[config.mk]
export PLATFORM = sky130hd
export DESIGN_NAME = invader_formation_flat
export DESIGN_NICKNAME = d
export VERILOG_FILES = /design/src/rtl/invader_formation_if.sv /design/src/rtl/invader_formation.sv /design/src/flat_wrapper.sv
export SDC_FILE = /design/constraint.sdc
export NUM_CORES = 1
export LEC_CHECK = 0
export BUFFER_PORTS_ARGS = -buffer_cell sky130_fd_sc_hd__buf_2
export CAP_MARGIN = 0
export CORE_MARGIN = 2
export CORE_UTILIZATION = 55
export DETAILED_ROUTE_END_ITERATION = 16
export GPL_TIMING_DRIVEN = 0
export MAX_ROUTING_LAYER = met4
export PLACE_DENSITY = 0.79
export SYNTH_ARGS = -nofsm -noshare
export SYNTH_HDL_FRONTEND = slang
export SYNTH_SLANG_ARGS = --single-unit
[constraint.sdc]
create_clock -name clk -period 8.85 [get_ports clk]
set_input_delay 0.885 -clock clk [delete_from_list [all_inputs] [get_ports clk]]
set_output_delay 0.885 -clock clk [all_outputs]
set_load 0.1 [all_outputs]
[src/rtl/invader_formation_if.sv]
// Invader formation bus: frame/restart/hit strobes toward the controller,
// frame-published grid state and event pulses back from it.
interface invader_formation_if #(
    parameter int unsigned ROWS = 5,
    parameter int unsigned COLS = 11
);
    localparam int unsigned N  = ROWS * COLS;
    localparam int unsigned IW = (N > 1) ? $clog2(N) : 1;
    localparam int unsigned CW = $clog2(N + 1);

    logic          frame;
    logic          done;
    logic          hit_valid;
    logic [IW-1:0] hit_idx;
    logic [N-1:0]  alive;
    logic [9:0]    form_x;
    logic [9:0]    form_y;
    logic [CW-1:0] alive_count;
    logic          move_pulse;
    logic          wave_clear;
    logic          reached_bottom;

    modport master (
        output frame, done, hit_valid, hit_idx,
        input  alive, form_x, form_y, alive_count, move_pulse, wave_clear, reached_bottom
    );

    modport slave (
        input  frame, done, hit_valid, hit_idx,
        output alive, form_x, form_y, alive_count, move_pulse, wave_clear, reached_bottom
    );
endinterface

[src/rtl/invader_formation.sv]
// Invader grid controller: alive mask, marching origin, edge/bottom detection, frame-published state.
// Optional INVADER_SPEEDUP_EN: march interval shrinks as the live count drops.
module invader_formation #(
    parameter int unsigned ROWS          = 5,
    parameter int unsigned COLS          = 11,
    parameter int unsigned CELL_W        = 32,
    parameter int unsigned CELL_H        = 32,
    parameter int unsigned RES_H         = 640,
    parameter int unsigned BOTTOM_Y      = 416,
    parameter int unsigned START_X       = 64,
    parameter int unsigned START_Y       = 48,
    parameter int unsigned STEP_X        = 4,
    parameter int unsigned STEP_Y        = 16,
    parameter int unsigned BASE_INTERVAL = 32,
    parameter int unsigned MIN_INTERVAL  = 2,
    parameter int unsigned SPEED_SHIFT   = 1
) (
    input  logic               clk,
    input  logic               rst,
    invader_formation_if.slave bus
);
    localparam int unsigned N         = ROWS * COLS;
    localparam int unsigned CW        = $clog2(N + 1);
    localparam int unsigned CIW       = (COLS > 1) ? $clog2(COLS) : 1;
    localparam int unsigned RIW       = (ROWS > 1) ? $clog2(ROWS) : 1;
    localparam int unsigned PW        = 10;
    localparam int unsigned EW        = 12;
    localparam int unsigned SPEED_MAX = MIN_INTERVAL + (N >> SPEED_SHIFT);
    localparam int unsigned IMAX      = (BASE_INTERVAL > SPEED_MAX) ? BASE_INTERVAL : SPEED_MAX;
    localparam int unsigned CNTW      = $clog2(IMAX + 1);

    logic [N-1:0]    mask_q, mask_d;
    logic [PW-1:0]   x_q, x_d, y_q, y_d;
    logic            dir_q, dir_d;
    logic [CNTW-1:0] cnt_q, cnt_d, cnt_inc, interval;
    logic [CW-1:0]   live_q, live_d;
    logic            halted_q, halted_d;
    logic            move_d, clear_d, bottom_d;
    logic            hit_ok;
    logic [CIW-1:0]  l_col, r_col;
    logic [RIW-1:0]  b_row;
    logic            right_edge, left_edge, at_bottom;

`ifdef INVADER_SPEEDUP_EN
    logic [CNTW-1:0] interval_q, interval_d;
    assign interval = interval_q;
`else
    assign interval = CNTW'(BASE_INTERVAL);
`endif

    // Row/column occupancy of the registered mask
    logic [ROWS-1:0] col_bits [COLS];
    logic [COLS-1:0] col_any;
    logic [ROWS-1:0] row_any;

    for (genvar r = 0; r < ROWS; r++) begin : g_row
        assign row_any[r] = |mask_q[r*COLS +: COLS];
        for (genvar c = 0; c < COLS; c++) begin : g_cell
            assign col_bits[c][r] = mask_q[r*COLS + c];
        end
    end
    for (genvar c = 0; c < COLS; c++) begin : g_col
        assign col_any[c] = |col_bits[c];
    end

    always_comb begin
        l_col = '0;
        r_col = '0;
        b_row = '0;
        for (int c = COLS - 1; c >= 0; c--) if (col_any[CIW'(c)]) l_col = CIW'(c);
        for (int c = 0; c < COLS; c++)      if (col_any[CIW'(c)]) r_col = CIW'(c);
        for (int r = 0; r < ROWS; r++)      if (row_any[RIW'(r)]) b_row = RIW'(r);
    end

    // Edge tests widened so the sums cannot wrap
    assign right_edge = (EW'(x_q) + (EW'(r_col) + EW'(1)) * EW'(CELL_W) + EW'(STEP_X)) > EW'(RES_H);
    assign left_edge  = (EW'(x_q) + EW'(l_col) * EW'(CELL_W)) < EW'(STEP_X);
    assign at_bottom  = (EW'(y_q) + (EW'(b_row) + EW'(1)) * EW'(CELL_H)) >= EW'(BOTTOM_Y);

    assign hit_ok  = bus.hit_valid && (32'(bus.hit_idx) < N) && mask_q[bus.hit_idx];
    assign cnt_inc = cnt_q + CNTW'(1);

    always_comb begin
        mask_d   = mask_q;
        x_d      = x_q;
        y_d      = y_q;
        dir_d    = dir_q;
        cnt_d    = cnt_q;
        live_d   = live_q;
        halted_d = halted_q;
        move_d   = 1'b0;
        clear_d  = 1'b0;
        bottom_d = bus.reached_bottom;
`ifdef INVADER_SPEEDUP_EN
        interval_d = interval_q;
`endif
        if (hit_ok) begin
            mask_d = mask_q & ~(N'(1) << bus.hit_idx);
            live_d = live_q - CW'(1);
            if (live_q == CW'(1)) begin
                clear_d  = 1'b1;
                halted_d = 1'b1;
            end
        end
        // March decisions use the registered mask, not this cycle's hit
        if (bus.frame && !halted_q) begin
            if (cnt_inc >= interval) begin
                cnt_d  = '0;
                move_d = 1'b1;
`ifdef INVADER_SPEEDUP_EN
                interval_d = CNTW'(MIN_INTERVAL) + CNTW'(live_q >> SPEED_SHIFT);
`endif
                if (dir_q) begin
                    if (right_edge) begin
                        y_d   = y_q + PW'(STEP_Y);
                        dir_d = 1'b0;
                    end else begin
                        x_d = x_q + PW'(STEP_X);
                    end
                end else begin
                    if (left_edge) begin
                        y_d   = y_q + PW'(STEP_Y);
                        dir_d = 1'b1;
                    end else begin
                        x_d = x_q - PW'(STEP_X);
                    end
                end
            end else begin
                cnt_d = cnt_inc;
            end
        end
        if ((live_q != '0) && at_bottom) begin
            bottom_d = 1'b1;
            halted_d = 1'b1;
        end
        if (bus.done) begin
            mask_d   = '1;
            x_d      = PW'(START_X);
            y_d      = PW'(START_Y);
            dir_d    = 1'b1;
            cnt_d    = '0;
            live_d   = CW'(N);
            halted_d = 1'b0;
            move_d   = 1'b0;
            clear_d  = 1'b0;
            bottom_d = 1'b0;
`ifdef INVADER_SPEEDUP_EN
            interval_d = CNTW'(SPEED_MAX);
`endif
        end
    end

    always_ff @(posedge clk) begin
        if (rst) begin
            mask_q             <= '1;
            x_q                <= PW'(START_X);
            y_q                <= PW'(START_Y);
            dir_q              <= 1'b1;
            cnt_q              <= '0;
            live_q             <= CW'(N);
            halted_q           <= 1'b0;
`ifdef INVADER_SPEEDUP_EN
            interval_q         <= CNTW'(SPEED_MAX);
`endif
            bus.alive          <= '1;
            bus.form_x         <= PW'(START_X);
            bus.form_y         <= PW'(START_Y);
            bus.alive_count    <= CW'(N);
            bus.move_pulse     <= 1'b0;
            bus.wave_clear     <= 1'b0;
            bus.reached_bottom <= 1'b0;
        end else begin
            mask_q             <= mask_d;
            x_q                <= x_d;
            y_q                <= y_d;
            dir_q              <= dir_d;
            cnt_q              <= cnt_d;
            live_q             <= live_d;
            halted_q           <= halted_d;
`ifdef INVADER_SPEEDUP_EN
            interval_q         <= interval_d;
`endif
            bus.move_pulse     <= move_d;
            bus.wave_clear     <= clear_d;
            bus.reached_bottom <= bottom_d;
            // Publish pre-update working state; a restart holds the old picture
            if (bus.frame && !bus.done) begin
                bus.alive       <= mask_q;
                bus.form_x      <= x_q;
                bus.form_y      <= y_q;
                bus.alive_count <= live_q;
            end
        end
    end
endmodule

[src/flat_wrapper.sv]
// flat-port wrapper written by rule: the top's interface ports become plain ports
module invader_formation_flat 
#(
    parameter int unsigned ROWS          = 5,
    parameter int unsigned COLS          = 11,
    parameter int unsigned CELL_W        = 32,
    parameter int unsigned CELL_H        = 32,
    parameter int unsigned RES_H         = 640,
    parameter int unsigned BOTTOM_Y      = 416,
    parameter int unsigned START_X       = 64,
    parameter int unsigned START_Y       = 48,
    parameter int unsigned STEP_X        = 4,
    parameter int unsigned STEP_Y        = 16,
    parameter int unsigned BASE_INTERVAL = 32,
    parameter int unsigned MIN_INTERVAL  = 2,
    parameter int unsigned SPEED_SHIFT   = 1
)
  (clk, rst, bus_frame, bus_done, bus_hit_valid, bus_hit_idx, bus_alive, bus_form_x, bus_form_y, bus_alive_count, bus_move_pulse, bus_wave_clear, bus_reached_bottom);
  invader_formation_if #(.ROWS(ROWS), .COLS(COLS)) bus_i ();
  input  logic clk;
  input  logic rst;
  input wire logic [$bits(bus_i.frame)-1:0] bus_frame;
  input wire logic [$bits(bus_i.done)-1:0] bus_done;
  input wire logic [$bits(bus_i.hit_valid)-1:0] bus_hit_valid;
  input wire logic [$bits(bus_i.hit_idx)-1:0] bus_hit_idx;
  output wire logic [$bits(bus_i.alive)-1:0] bus_alive;
  output wire logic [$bits(bus_i.form_x)-1:0] bus_form_x;
  output wire logic [$bits(bus_i.form_y)-1:0] bus_form_y;
  output wire logic [$bits(bus_i.alive_count)-1:0] bus_alive_count;
  output wire logic [$bits(bus_i.move_pulse)-1:0] bus_move_pulse;
  output wire logic [$bits(bus_i.wave_clear)-1:0] bus_wave_clear;
  output wire logic [$bits(bus_i.reached_bottom)-1:0] bus_reached_bottom;
  assign bus_i.frame = bus_frame;
  assign bus_i.done = bus_done;
  assign bus_i.hit_valid = bus_hit_valid;
  assign bus_i.hit_idx = bus_hit_idx;
  assign bus_alive = bus_i.alive;
  assign bus_form_x = bus_i.form_x;
  assign bus_form_y = bus_i.form_y;
  assign bus_alive_count = bus_i.alive_count;
  assign bus_move_pulse = bus_i.move_pulse;
  assign bus_wave_clear = bus_i.wave_clear;
  assign bus_reached_bottom = bus_i.reached_bottom;
  invader_formation #(.ROWS(ROWS), .COLS(COLS), .CELL_W(CELL_W), .CELL_H(CELL_H), .RES_H(RES_H), .BOTTOM_Y(BOTTOM_Y), .START_X(START_X), .START_Y(START_Y), .STEP_X(STEP_X), .STEP_Y(STEP_Y), .BASE_INTERVAL(BASE_INTERVAL), .MIN_INTERVAL(MIN_INTERVAL), .SPEED_SHIFT(SPEED_SHIFT)) u_core (.clk(clk), .rst(rst), .bus(bus_i));
endmodule
==> results of run 1 <==
[kinds of logic after synthesis]
group           share of synthesized area [%]
mux                                      5.62
compound gates                           11.4
xor+xnor                                 2.00
buf+inv                                  4.23
flops                                    43.2
simple gates                             28.8
other cells                            0.0503
fa+ha+maj                                4.66
[layer usage]
metal / GRT usage [%] / vias to the layer above
li1: - / 3267
met1: 38.7 / 3179
met2: 43.9 / 296
met3: 7.26 / 55
met4: 11.5 / 0
met5: - / -
[how the worst min path moves through the flow]
stage	start	to	slack, ps	cells after the start
after floorplan	u_core.mask_q[10]	u_core.bus.alive[10]	450	2
after global placement	u_core.bus.form_x[2]	u_core.bus.form_x[2]	440	2
after detailed placement	u_core.bus.form_x[5]	u_core.bus.form_x[5]	450	2
after CTS	u_core.bus.form_x[5]	u_core.bus.form_x[5]	450	2
after global routing	u_core.bus.form_y[8]	u_core.bus.form_y[8]	480	2
final	u_core.bus.form_x[4]	u_core.bus.form_x[4]	450	2
[placed cells by master (no fill, tap or decap), types with 8 or more instances in the layout]
cell       synthesis  final
buf_2              3     90
mux2i_1           10     10
nand2b_1           8      8
nor3_1            17     17
nand3_1           26     26
a21o_1            12     12
inv_1             17     17
xor2_1            11     11
mux4_2             8      8
nand3b_1          65     65
ha_1              23     23
nor2b_1            8      8
nor2_1            46     46
clkbuf_16          0     17
o21ai_0           59     59
dfxtp_1          161    161
a21oi_1           30     30
clkbuf_1          36     37
nand2_1          232    232
nor4_1             8      8
[metrics by stage]
| step | total power [mW] | hold WS, ps | utilization [%] |
|---|---|---|---|
| 4_1_cts | 1.85 | 455 | 66.5 |
| 3_3_place_gp | 1.01 | 440 | 61.4 |
| 3_5_place_dp | 1.01 | 446 | 61.4 |
| 6_report | 1.84 | 452 | 66.5 |
| 5_1_grt | 1.89 | 476 | 66.5 |
| 2_1_floorplan | 0.968 | 448 | - |
[registers in the layout (all words and copies together), names as in the netlist, 8 cells and up]
signal / count
u_core.bus.alive: 55
u_core.mask_q: 55
u_core.bus.form_x: 8
u_core.x_q: 8
[report_power, final]
group          switching, mW  total, mW  leakage (nW)  internal (mW)
registers            0.00978      0.752          1.31          0.742
clock network          0.308      0.845         0.320          0.537
logic                  0.201      0.246          1.96         0.0459
[final cells by class]
class / count / share of cell area, %
Multi-Input combinational cell: 660 / 44.7
Clock buffer: 19 / 5.03
Tap cell: 176 / 2.50
Sequential cell: 161 / 36.6
Buffer: 53 / 2.86
Timing Repair Buffer: 87 / 4.95
Clock inverter: 12 / 2.61
Inverter: 17 / 0.725
[worst max-delay path, stage by stage (launching register included)]
cell      delay, ps
dfxtp_1         380
or4_1           580
nor2_1          160
a21oi_1          90
nor2_1           80
o21ai_0          80
nand3_1         110
ha_1            160
xor2_1          210
ha_1            310
a21oi_1         170
o211ai_1        150
a21o_1          220
a31oi_1         270
nand3b_1        240
clkbuf_1        280
o31ai_1         330
==> results.sh, run 1 <==
export IMPL_antenna_found_initial=0
export IMPL_ys_top_cells_by_area="dfxtp_1 (43%), nand2_1 (12%), nand3b_1 (6.5%), o21ai_0 (4.0%), ha_1 (3.9%)"
export IMPL_cts_sinks=161
export IMPL_wire_per_inst_um=17.3
export IMPL_ant_nets=0
export IMPL_postCtsSetupBuffers=0
export IMPL_grt_pass1_vias=6270
export IMPL_fp_coreArea_um2=13200
export IMPL_highest_layer="met4"
export IMPL_drt_iter0_markers=649
export IMPL_hold_viol_final=0
export IMPL_r2r_start="u_core.mask_q[13]"
export IMPL_ys_types=57
export IMPL_critPathRequiredTime_ps=9180
export IMPL_endpoint="u_core.x_q[7]"
export IMPL_met1_length_um=9070
export IMPL_finalWorstPathRequiredPeriod_ps=3940
export IMPL_yosys_top_cells_count="nand2_1 (232), dfxtp_1 (161), nand3b_1 (65)"
export IMPL_multi_input_area_um2=3940
export IMPL_p_leak_nw=3.59
export IMPL_regToRegSetupSlack_ps=4910
export IMPL_post_route_drc_count=0
export IMPL_clk_path_buf_depth=2
export IMPL_syn_area_um2=7460
export IMPL_placed_area_um2=8130
export IMPL_yosysMostFrequentCell="nand2_1"
export IMPL_cts_buffers=17
export IMPL_report_final_setup_viol=0
export IMPL_grt_pass1_wl_um=32400
export IMPL_yosysWarnings=0
export IMPL_dp_cells=1154
export IMPL_grt_max_degree=17
export IMPL_rows=42
export IMPL_fin_area_um2=8800
export IMPL_cts_root_buf="clkbuf_16"
export IMPL_path_clk_slew_ps=60
export IMPL_synth_cells=886
export IMPL_postCtsResizedCells=0
export IMPL_drive_above_1_share_pct=15.3
export IMPL_fmax_ghz=0.254
export IMPL_crit_arrival_ps=4270
export IMPL_worstSetupStartpoint="u_core.mask_q[13]"
export IMPL_cts_hold_buffers=0
export IMPL_ys_dominant_reg_cell="dfxtp_1"
export IMPL_nFillCells=1130
export IMPL_synth_top_area_cell="dfxtp_1"
export IMPL_tns_ps=0
export IMPL_grt_overflow=0
export IMPL_gp_congestion=0.981
export IMPL_async_flop_share_pct=0
export IMPL_wirelength_um=20500
export IMPL_tritoncts="built"
export IMPL_wl_met2_um=9000
export IMPL_vias=6797
export IMPL_die_h_um=120
export IMPL_cp_max_fo=10
export IMPL_min_delay_path_class="register to register"
export IMPL_final_seq_area_um2=3220
export IMPL_die_width_um=120
export IMPL_timing_final_crit_share_pct=44.5
export IMPL_place_hpwl_um=14600
export IMPL_r2r_end="u_core.x_q[7]"
export IMPL_syn_area_per_cell_um2=8.42
export IMPL_fin_ws_ps=4910
export IMPL_seq_area_frac_synth_pct=43.2
export IMPL_wl_met3_um=1790
export IMPL_finalNonFillerCells=1185
export IMPL_crit_path_start_kind="register"
export IMPL_dr_pass1_iters=5
export IMPL_status="complete, no violations"
export IMPL_htreeDepth=4
export IMPL_yosysTopAreaCellShare_pct=43.2
export IMPL_cap_violations=0
export IMPL_fin_nets=1034
export IMPL_io_buffer_count=87
export IMPL_num_antenna_cells=0
export IMPL_synth_seq_cells=161
export IMPL_viasPerCell=5.74
export IMPL_worstMarginPinSlew_ps=876
export IMPL_dp_slack_ps=5100
export IMPL_synth_edf_count=0
export IMPL_areaGrowthSynthToFinish_pct=18.1
export IMPL_vdd_drop_max_v=0.000126
export IMPL_maxSlewHeadroom_pct=41.6
export IMPL_ff2ff_path_depth=16
export IMPL_grt_usage_pct=29.4
export IMPL_powerDensity_nw_per_um2=209
export IMPL_slew_viol_final=0
export IMPL_fin_skew_ps=7.50
export IMPL_worst_setup_path_type="register to register"
export IMPL_rsz0062_at_grt="false"
export IMPL_io_pins=95
export IMPL_dieArea_um2=14500
export IMPL_insertion_delay_ps=440
export IMPL_critPathCaptureType="register"
export IMPL_initial_core_util_pct=56.3
No activity file was read; power rests on OpenSTA's default activity.
==> run 2: changes to the inputs <==
clock period = 3.8 ns   (was 8.85 ns; I/O delays follow)
==> run 2 against run 1 <==
Maximum frequency rose by 4.5%. Sequential power rose by 130%. Largest power group unchanged. Die area did not move. Routed wire length rose by 1.8%. Critical path type unchanged. Register-to-register slack got worse by 4900 ps.
==> results.sh, run 2 (same netlist as run 1, synthesis figures left out) <==
export IMPL_min_delay_path_class="primary input to register"
export IMPL_gp_congestion=0.981
export IMPL_cp_common_cell="nand2_1"
export IMPL_ant_nets=0
export IMPL_dr_pass1_iters=6
export IMPL_die_h_um=120
export IMPL_wire_per_inst_um=17.6
export IMPL_status="complete, no violations"
export IMPL_io_pins=95
export IMPL_drive_above_1_share_pct=17.0
export IMPL_grt_max_degree=17
export IMPL_place_hpwl_um=14600
export IMPL_die_width_um=120
export IMPL_fmax_ghz=0.265
export IMPL_grt_pass1_wl_um=32400
export IMPL_dp_slack_ps=46.3
export IMPL_critPathCaptureType="register"
export IMPL_crit_path_start_kind="register"
export IMPL_areaGrowthSynthToFinish_pct=19.4
export IMPL_placed_area_um2=8130
export IMPL_power_mw=4.29
export IMPL_worst_setup_path_type="register to register"
export IMPL_insertion_delay_ps=430
export IMPL_dieArea_um2=14500
export IMPL_worstPathCellList="or4_4 > nor2_2 > a21oi_1 > nor2_1 > o21ai_0 > nand3_1 > ha_2 > xor2_2 > ha_4 > nand2_1 > nand2_1 > a221oi_1 > o211ai_1 > a21oi_2 > a211oi_1 > a31o_2"
export IMPL_wirelength_um=20900
export IMPL_slowest_stage="or4_4"
export IMPL_worstMarginPinSlew_ps=896
export IMPL_fp_coreArea_um2=13200
export IMPL_cts_buffers=17
export IMPL_finalWorstPathRequiredPeriod_ps=3770
export IMPL_htreeDepth=4
export IMPL_final_common_cell="nand2_1"
export IMPL_initial_core_util_pct=56.3
export IMPL_crit_arrival_ps=4100
export IMPL_hold_viol_final=0
export IMPL_report_final_setup_viol=0
export IMPL_vdd_drop_max_v=0.000299
export IMPL_num_antenna_cells=0
export IMPL_path_clk_slew_ps=70
export IMPL_fin_nets=1036
export IMPL_critPathRequiredTime_ps=4130
export IMPL_drt_iter0_markers=680
export IMPL_post_route_drc_count=0
export IMPL_io_buffer_count=87
export IMPL_clk_path_buf_depth=2
export IMPL_max_stage_delay_ps=560
export IMPL_grt_pass1_vias=6271
export IMPL_vias=6844
export IMPL_maxSlewHeadroom_pct=40.3
export IMPL_fin_area_um2=8900
export IMPL_regToRegSetupSlack_ps=30
export IMPL_final_cell_mix="nand2_1 (232), dfxtp_1 (158), buf_2 (91), nand3b_1 (65), o21ai_0 (58)"
export IMPL_powerDensity_nw_per_um2=482
export IMPL_tritoncts="built"
export IMPL_fin_skew_ps=6.88
export IMPL_p_leak_nw=3.60
export IMPL_cts_root_buf="clkbuf_16"
export IMPL_grt_usage_pct=29.4
export IMPL_cp_max_fo=6
export IMPL_viasPerCell=5.77
export IMPL_timing_final_crit_share_pct=99.2
export IMPL_ff2ff_path_depth=16
export IMPL_grt_overflow=0
export IMPL_slew_viol_final=0
export IMPL_fin_ws_ps=29.0
export IMPL_rows=42
export IMPL_cap_violations=0
export IMPL_cts_sinks=161
export IMPL_largestRegisters="u_core.bus.alive x55, u_core.mask_q x55"
export IMPL_antenna_found_initial=0
export IMPL_hold_depth=5
==> run 2: cell types whose count changed in the layout (fill, tap and decap cells not counted), sizes merged <==
cell and change:
buf +3, clkbuf -1
==> run 2: cell type report <==
class / instances / area [µm²]
Buffer: 53 / 253
Clock buffer: 19 / 443
Clock inverter: 12 / 230
Fill cell: 1119 / 4340
Inverter: 17 / 63.8
Multi-Input combinational cell: 660 / 4020
Sequential cell: 161 / 3230
Tap cell: 176 / 220
Timing Repair Buffer: 89 / 450
==> run 2: worst max-delay path, delay by kind of cell (launching register included) <==
kind	cells	cell delay (ps)
AOI/OAI and AO/OA	7	1660
adders and majority gates	2	450
DFF	1	350
and+or+nand+nor	6	1000
xor gates and xnor gates	1	200
==> run 2: timing repair <==
| item | 4_1_cts | 5_1_grt |
|---|---|---|
| resized for setup | 1 | 19 |
| pin swaps | 0 | 5 |
| endpoints found under the setup margin | 3 | 14 |
| setup buffers | 0 | 2 |
| hold buffers | 0 | 0 |
==> run 2: final timing paths <==
path / startpoint / endpoint
worst min register to register: u_core.bus.form_x[4] / u_core.bus.form_x[4]
worst max register to register: u_core.mask_q[2] / u_core.y_q[6]
worst min-delay path: bus_done / u_core.live_q[3]
worst max-delay path: u_core.mask_q[2] / u_core.y_q[6]
==> run 2: metal layers <==
metal	up-vias	global-route usage (%)	part of all wire, %
met3	56	7.26	8.8
met1	3201	38.7	44
met4	0	11.5	3.2
li1	3266	-	-
met5	-	-	0
met2	321	43.9	44
==> run 2: stage by stage <==
step | setup TNS (ps) | hold slack, ps | instances | utilization (%)
CTS | -23.9 | 431 | 1185 | 66.5
global placement | 0 | 440 | 1154 | 61.4
detailed placement | 0 | 446 | 1154 | 61.4
finish | 0 | 447 | 1187 | 67.2
floorplan | 0 | 448 | 891 | -
global route | -587 | 468 | 1187 | 67.2
==> run 2: power breakdown <==
group          switching [mW]  internal [mW]  total, mW
Sequential             0.0228           1.73       1.75
Combinational           0.468          0.107      0.575
Clock                   0.714           1.25       1.97
Total                    1.20           3.09       4.29
==> run 3: changes to the inputs <==
HOLD_SLACK_MARGIN = 0.03   (was default)
MAX_ROUTING_LAYER = default   (was met4)
==> run 3 against run 2 <==
The run now ends with negative setup slack left. Final cell count rose by 0.59%. Power down 7.7%. Routed wire length decreased by 0.36%. Clock-buffer cell count is 3 higher. Register-to-register slack got worse by 60 ps. Clock skew rose by 4.2 ps. Worst setup slack got worse by 62 ps. Via count rose by 1.4%. Sequential cell count unchanged. Sequential power about the same. Critical path type unchanged.
==> results.sh, run 3 (same netlist as run 1, synthesis figures left out) <==
export IMPL_status="complete, but fails checks"
export IMPL_violations="negative setup slack"
export IMPL_cts_buffers=17
export IMPL_cts_sinks=161
export IMPL_io_pins=95
export IMPL_r2r_start="u_core.mask_q[2]"
export IMPL_hold_depth=5
export IMPL_num_antenna_cells=0
export IMPL_dieArea_um2=14500
export IMPL_htreeDepth=4
export IMPL_fp_coreArea_um2=13200
export IMPL_nFillCells=1104
export IMPL_vias=6941
export IMPL_gp_congestion=0.999
export IMPL_final_seq_area_um2=3220
export IMPL_hold_end="u_core.live_q[3]"
export IMPL_worstMarginPinSlew_ps=851
export IMPL_areaGrowthSynthToFinish_pct=18.5
export IMPL_dr_pass1_iters=5
export IMPL_final_cell_mix="nand2_1 (232), dfxtp_1 (161), buf_2 (91), nand3b_1 (65), o21ai_0 (58)"
export IMPL_drive_above_1_share_pct=17.1
export IMPL_antenna_found_initial=0
export IMPL_powerDensity_nw_per_um2=448
export IMPL_largestRegisters="u_core.bus.alive x55, u_core.mask_q x55"
export IMPL_grt_usage_pct=28.7
export IMPL_multi_input_area_um2=4020
export IMPL_grt_pass1_wl_um=32500
export IMPL_rsz0062_at_grt="true"
export IMPL_wirelength_um=20800
export IMPL_maxSlewHeadroom_pct=43.3
export IMPL_place_hpwl_um=14600
export IMPL_hold_start="bus_done"
export IMPL_cap_violations=0
export IMPL_initial_core_util_pct=56.3
export IMPL_cts_root_buf="clkbuf_16"
export IMPL_drt_iter0_markers=665
export IMPL_die_h_um=120
export IMPL_ff2ff_path_depth=16
export IMPL_worst_setup_path_type="register to register"
export IMPL_wire_per_inst_um=17.4
export IMPL_critPathCaptureType="register"
export IMPL_post_route_drc_count=0
export IMPL_die_width_um=120
export IMPL_fin_area_um2=8840
export IMPL_fin_ws_ps=-33.1
export IMPL_final_common_cell="nand2_1"
export IMPL_whs_ps=444
export IMPL_min_delay_path_class="primary input to register"
export IMPL_placed_area_um2=8130
export IMPL_dp_slack_ps=-15.0
export IMPL_tritoncts="built"
export IMPL_path_clk_slew_ps=60
export IMPL_hold_viol_final=0
export IMPL_cp_max_fo=5
export IMPL_critPathRequiredTime_ps=4160
export IMPL_finalWorstPathRequiredPeriod_ps=3830
export IMPL_p_leak_nw=3.59
export IMPL_grt_max_degree=17
export IMPL_r2r_end="u_core.x_q[9]"
export IMPL_rows=42
export IMPL_crit_arrival_ps=4190
export IMPL_ant_nets=0
export IMPL_final_core_util_pct=66.8
export IMPL_slew_viol_final=0
export IMPL_report_final_setup_viol=2
export IMPL_viasPerCell=5.81
export IMPL_clk_path_buf_depth=2
export IMPL_insertion_delay_ps=430
export IMPL_fin_nets=1043
export IMPL_regToRegSetupSlack_ps=-30
export IMPL_crit_path_start_kind="register"
export IMPL_vdd_drop_max_v=0.000286
export IMPL_grt_overflow=0
export IMPL_timing_final_crit_share_pct=101
export IMPL_grt_pass1_vias=6395
export IMPL_io_buffer_count=87
export IMPL_power_mw=3.96
export IMPL_fmax_ghz=0.261
export IMPL_fin_skew_ps=11.0
==> run 3: cell types whose count changed in the layout (fill, tap and decap cells not counted), moves of 2 or more <==
cell | before | now
dfxtp_2 | 3 | 0
buf_4 | 8 | 15
dfxtp_1 | 158 | 161
bufinv_16 | 6 | 1
clkinv_2 | 0 | 4
clkbuf_8 | 1 | 3
a21oi_2 | 3 | 1
==> run 3: worst max path at each step <==
stage | cells past startpoint | slack (ps) | startpoint | endpoint
after floorplan | 15 | 410 | u_core.mask_q[2] | u_core.y_q[6]
after global placement | 13 | 70 | u_core.mask_q[2] | u_core.y_q[9]
after detailed placement | 13 | -20 | u_core.mask_q[2] | u_core.y_q[6]
after CTS | 13 | 7 | u_core.mask_q[2] | u_core.y_q[8]
after global routing | 16 | -330 | u_core.mask_q[2] | u_core.x_q[9]
final | 16 | -30 | u_core.mask_q[2] | u_core.x_q[9]
==> run 3: critical path: stages (launching register included) <==
cell,delay [ps]
dfxtp_1,370
or4_4,570
nor2_2,130
a21oi_1,80
nor2_1,70
o21ai_0,80
nand3_1,120
ha_2,210
xor2_2,160
ha_1,300
a21oi_1,160
o211ai_1,140
xor2_1,180
o211ai_1,380
nand3b_1,260
or3_1,400
a21oi_1,150
==> run 3: metal layers <==
metal | GRT usage [%] | vias to the layer above | routed length, µm
met2 | 44.2 | 348 | 9420
met3 | 6.04 | 58 | 1810
met5 | 0 | - | 0
met1 | 39.2 | 3243 | 8920
li1 | - | 3292 | -
met4 | 11.9 | 0 | 662
==> run 3: timing repair <==
item | in CTS | in global routing
endpoints found under the setup margin | 2 | 14
buffers inserted | 0 | 9
hold buffers | 0 | 0
pin swaps | 0 | 6
gates resized for setup | 1 | 17
==> run 3: power breakdown <==
part	internal [mW]	switching (mW)	total, mW
Sequential	1.73	0.0233	1.75
Clock	0.947	0.687	1.63
Combinational	0.107	0.467	0.574
Total	2.78	1.18	3.96
==> run 3: cell type report <==
class / count / area share [%]
Tap cell: 176 / 2.49
Inverter: 17 / 0.722
Clock buffer: 22 / 5.36
Buffer: 53 / 2.86
Timing Repair Buffer: 96 / 5.69
Sequential cell: 161 / 36.5
Multi-Input combinational cell: 660 / 45.5
Clock inverter: 9 / 0.934
==> run 3: through the flow <==
stage	instances	TNS [ps]
after global placement	1154	0
after detailed placement	1154	-28.6
after global routing	1194	-3230
final	1194	-34.6
after CTS	1185	0
after floorplan	891	0
